### src/rtl/axi2mem_wr_cmd_seq.sv
// axi2mem_wr_cmd_seq
// Expands one AXI4 AW burst at a time into per-beat write commands
// (id, byte address, last) for the TCDM write interface.
// Optional feature macro: AXI2MEM_WRAP_BURST_EN
//   defined     -> WRAP bursts wrap within (len+1)<<size bytes
//   not defined -> WRAP (2'b10) is treated exactly like INCR
module axi2mem_wr_cmd_seq #(
    parameter int ID_WIDTH = 6
) (
    input  logic                clk_i,
    input  logic                rst_ni,
    input  logic                aw_valid_i,
    output logic                aw_ready_o,
    input  logic [ID_WIDTH-1:0] aw_id_i,
    input  logic [31:0]         aw_addr_i,
    input  logic [7:0]          aw_len_i,
    input  logic [2:0]          aw_size_i,
    input  logic [1:0]          aw_burst_i,
    output logic                trans_req_o,
    input  logic                trans_gnt_i,
    output logic [ID_WIDTH-1:0] trans_id_o,
    output logic [31:0]         trans_add_o,
    output logic                trans_last_o,
    output logic                busy_o
);

    typedef enum logic {
        IDLE  = 1'b0,
        BURST = 1'b1
    } state_t;

    state_t      state_q, state_d;
    logic [7:0]  cnt_q;
    logic [2:0]  size_q;
    logic [1:0]  burst_q;
    logic        aw_hs;
    logic        advance;
`ifdef AXI2MEM_WRAP_BURST_EN
    logic [7:0]  len_q;
`endif

    // The data path is 32 bits wide, so beat sizes above 4 bytes saturate to 4.
    function automatic logic [2:0] sat_size(input logic [2:0] size);
        return (size > 3'd2) ? 3'd2 : size;
    endfunction

`ifdef AXI2MEM_WRAP_BURST_EN
    // Address of the following beat; WRAP keeps the upper bits of the wrap window.
    function automatic logic [31:0] next_addr(input logic [31:0] cur,
                                              input logic [2:0]  size,
                                              input logic [7:0]  len,
                                              input logic [1:0]  burst);
        logic [31:0] inc;
        logic [31:0] span;
        inc  = 32'd1 << size;
        span = ({24'd0, len} + 32'd1) << size;
        case (burst)
            2'b00:   return cur;
            2'b10:   return (cur & ~(span - 32'd1)) | ((cur + inc) & (span - 32'd1));
            default: return (cur & ~(inc - 32'd1)) + inc;
        endcase
    endfunction
`else
    // Address of the following beat; WRAP falls through to INCR.
    function automatic logic [31:0] next_addr(input logic [31:0] cur,
                                              input logic [2:0]  size,
                                              input logic [1:0]  burst);
        logic [31:0] inc;
        inc = 32'd1 << size;
        case (burst)
            2'b00:   return cur;
            default: return (cur & ~(inc - 32'd1)) + inc;
        endcase
    endfunction
`endif

    assign aw_hs   = (state_q == IDLE) && aw_valid_i;
    assign advance = (state_q == BURST) && trans_gnt_i && (cnt_q != 8'd0);

    // State register
    always_ff @(posedge clk_i or negedge rst_ni) begin
        if (!rst_ni) begin
            state_q <= IDLE;
        end else begin
            state_q <= state_d;
        end
    end

    // Next-state: accept a burst in IDLE, leave BURST on the final grant
    always_comb begin
        state_d = state_q;
        case (state_q)
            IDLE:    if (aw_valid_i) state_d = BURST;
            BURST:   if (trans_gnt_i && (cnt_q == 8'd0)) state_d = IDLE;
            default: state_d = IDLE;
        endcase
    end

    // Outputs decoded from state and the beat counter
    always_comb begin
        aw_ready_o   = 1'b0;
        trans_req_o  = 1'b0;
        busy_o       = 1'b0;
        trans_last_o = 1'b0;
        case (state_q)
            IDLE: begin
                aw_ready_o = 1'b1;
            end
            BURST: begin
                trans_req_o  = 1'b1;
                busy_o       = 1'b1;
                trans_last_o = (cnt_q == 8'd0);
            end
            default: ;
        endcase
    end

    // Burst context: latch on AW handshake, step the address on each non-final grant
    always_ff @(posedge clk_i or negedge rst_ni) begin
        if (!rst_ni) begin
            cnt_q       <= 8'd0;
            size_q      <= 3'd0;
            burst_q     <= 2'b00;
            trans_id_o  <= '0;
            trans_add_o <= 32'd0;
`ifdef AXI2MEM_WRAP_BURST_EN
            len_q       <= 8'd0;
`endif
        end else if (aw_hs) begin
            cnt_q       <= aw_len_i;
            size_q      <= sat_size(aw_size_i);
            burst_q     <= aw_burst_i;
            trans_id_o  <= aw_id_i;
            trans_add_o <= aw_addr_i;
`ifdef AXI2MEM_WRAP_BURST_EN
            len_q       <= aw_len_i;
`endif
        end else if (advance) begin
            cnt_q       <= cnt_q - 8'd1;
`ifdef AXI2MEM_WRAP_BURST_EN
            trans_add_o <= next_addr(trans_add_o, size_q, len_q, burst_q);
`else
            trans_add_o <= next_addr(trans_add_o, size_q, burst_q);
`endif
        end
    end

endmodule

### config.mk
export PLATFORM = sky130hd
export DESIGN_NAME = axi2mem_wr_cmd_seq
export DESIGN_NICKNAME = d
export VERILOG_FILES = /design/src/rtl/axi2mem_wr_cmd_seq.sv
export SDC_FILE = /design/constraint.sdc
export NUM_CORES = 1
export LEC_CHECK = 0
export ABC_AREA = 1
export CORE_ASPECT_RATIO = 1.2
export CORE_MARGIN = 1
export CORE_UTILIZATION = 55
export CTS_CLUSTER_SIZE = 30
export DETAILED_ROUTE_END_ITERATION = 7
export MAX_ROUTING_LAYER = met4
export PLACE_DENSITY = 0.9
export SLEW_MARGIN = 20
export SYNTH_ARGS = -nofsm -noshare
export SYNTH_HDL_FRONTEND = slang
export SYNTH_SLANG_ARGS = --single-unit
### constraint.sdc
create_clock -name clk_i -period 4.5 [get_ports clk_i]
set_clock_uncertainty 0.05 [all_clocks]
set_input_delay 0.9 -clock clk_i [delete_from_list [all_inputs] [get_ports clk_i]]
set_output_delay 0.9 -clock clk_i [all_outputs]
set_load 0.03 [all_outputs]
==> metrics.cfg <==
[synth]
synth_nets = 706
yosys.area.top_type = dfrtp_1
ys_warn_count = 0
yosys.cell_types.count = 41
synth_area_leaders = dfrtp_1, nand2_1, nor2_1, inv_1, nand3_1
seq_area_frac_synth_pct = 31.7
syn-cell-area_um2 = 4110
yosys_register_bits = 52
synth_top_area_share_pct = 31.7
syn-instance-count = 645
syn_avg_cell_area_um2 = 6.37

[cells_and_area]
antenna_cells = 0
drive_gt1_share_pct = 7.28
nets = 789
syn_to_final_growth_pct = 26.6
design_area_um2 = 5200

[critical_path]
end_kind = output port
rr_worst_depth = 18
cp.required_ns = 3.55
cp_max_fo = 3
crit_type = reg2out
cp-endpoint = trans_last_o
timing.rr.end = trans_add_o[20]
worst_setup_path_start_kind = flip-flop
crit_path_start = cnt_q[0]
crit_arrival_ns = 2.38
reg2reg_setup_slack_ns = 1.38
r2r_start = size_q[1]

[detailed_routing]
wl_mm = 11.3
wire_per_inst_um = 13.8
ant_nets = 0
via_per_inst = 5.52
vias = 4517
drtIter0Drc = 271
drc = 0
dr.pass1.iters = 5

[clock_network]
cts_buffers = 5
cts_resized = 0
clkSinkCount = 52
clk_pin_slew_worst_paths_ns = 0.10
cts_max_level = 2
cts_tree = done
post_cts_buffers = 0
cts_hold_buffers = 0
insertion_delay_ns = 0.32
cts_root_buf = clkbuf_8
clockBufferDepth = 2

[sta]
worst_slew_pin_slew_ns = 0.977
holdWs_ns = 0.434
fin_crit_sh_pct = 74.1
rsz0062_at_grt = no
setup-violations-final = 0
maxSlewViolCount = 0
max_slew_margin_pct = 34.8
final.min_clock_period_ns = 3.33
hold_viol = 0
tns_ns = 0
fmax_mhz = 300

[placement]
port_buffers = 96
post-dp-hpwl_mm = 8.26
place_area_um2 = 5070
gp_congestion = 0.938

[run_status]
status = finished, final reports clean

[global_route]
antenna_found_initial = 0
grt.overflow.total = 0
first_global_vias = 4386
grt_start_max_net_pins = 76
track_usage_pct = 31.4
grt_pass1_wl_mm = 19.3

[min_path]
min_path_type = reg2reg

[floorplanning]
initial_core_util_pct = 56.8
core_um2 = 7230
num_io_pins = 97
fp.dieH_um = 96.7
die_area_um2 = 7820
fp.dieW_um = 80.9
rows = 34

[power_and_ir_drop]
max-vdd-ir-drop_mv = 0.370
leakage_nw = 2.52
power_density_nw_per_um2 = 612

[run]
maxCapViolations = 0

routing by layer:
layer	part of all wire (%)	vias up	GRT usage, %	wire length, µm
met4	2.1	0	11.3	238
met3	6.2	26	4.62	701
met5	0	-	-	0
met2	50	192	52.2	5640
met1	42	2078	38.1	4700
li1	-	2221	-	-
state kept, by name (all words and copies together), names as in the netlist:
| name | flops |
|---|---|
| trans_add_o | 32 |
| cnt_q | 8 |
| trans_id_o | 6 |
| size_q | 3 |
| burst_q | 2 |
| state_q | 1 |
cells in the mapped netlist, drive strengths merged:
library cell,count
nand2,217
nor2,97
inv,82
nand3,59
dfrtp,52
o21ai,34
nand4,17
buf,16
o211ai,9
a21oi,8
clkbuf,8
nand3b,8
ha,6
nor4,6
nor3,5
o22ai,5
xor2,5
a31oi,2
o21bai,2
or2,2
clkinv,1
nor3b,1
o21a,1
o31ai,1
xnor2,1
cells by family (layout without fill, tap and decap cells):
group | count (synthesis) | in the layout | share of synthesized area [%]
adders and majority gates | 6 | 6 | 1.83
AOI/OAI and AO/OA | 62 | 62 | 10.0
and+or+nand+nor | 412 | 412 | 44.3
DFF | 52 | 52 | 31.7
xor gates and xnor gates | 6 | 6 | 1.28
buffers and inverters | 107 | 190 | 10.9
report_power, final:
part	total, W	internal [W]	switching [W]
clock	0.000389	0.000219	0.000169
sequential	0.000947	0.000675	0.000272
combinational	0.00185	0.000699	0.00115
per-stage QoR:
stage | util (%) | total power (W) | instances | setup slack, ns
after floorplan | - | 0.00214 | 645 | 2.05
after global placement | 70.1 | 0.00271 | 811 | 1.04
after detailed placement | 70.1 | 0.00278 | 811 | 0.900
after CTS | 71.9 | 0.00317 | 818 | 1.16
after global routing | 71.9 | 0.00342 | 818 | 0.945
final | 71.9 | 0.00318 | 818 | 1.17
worst max-delay path: stages, from the launching register on:
cell and delay, ns:
dfrtp_1 0.39, inv_1 0.09, ha_1 0.18, inv_1 0.04, nor2_1 0.16, nand4_1 0.15, nor2_1 0.18, nand2_1 0.11
nor2_1 0.09, clkdlybuf4s50_1 0.67
area by class of cell:
class                           count  area [µm²]
Clock buffer                        5        68.8
Multi-Input combinational cell    486        2360
Timing Repair Buffer              100         986
Inverter                           83         312
Clock inverter                      2        60.1
Fill cell                         600        2030
Tap cell                           90         113
Sequential cell                    52        1300
cell usage in the layout, fill, tap and decap left out, types with 3 or more instances in the layout:
cell / instances
nand2_1: 206
clkdlybuf4s50_1: 95
nor2_1: 90
inv_1: 78
nand3_1: 52
dfrtp_1: 52
o21ai_0: 24
nand4_1: 17
nand2_2: 10
o211ai_1: 9
nand3b_1: 8
a21oi_1: 6
o21ai_1: 6
nor2_2: 6
nand3_2: 6
nor4_1: 6
ha_1: 6
nor3_1: 5
xor2_1: 5
clkbuf_8: 5
inv_2: 4
o21ai_2: 4
buf_4: 4
o22ai_2: 3
worst min path at each step:
stage	from	end	cells after the start
global route	trans_id_o[2]	trans_id_o[2]	2
global placement	trans_id_o[4]	trans_id_o[4]	2
floorplan	burst_q[0]	burst_q[0]	2
detailed placement	trans_id_o[0]	trans_id_o[0]	2
finish	trans_id_o[0]	trans_id_o[0]	2
CTS	trans_id_o[0]	trans_id_o[0]	2
Power figures use the tool's default switching activity.
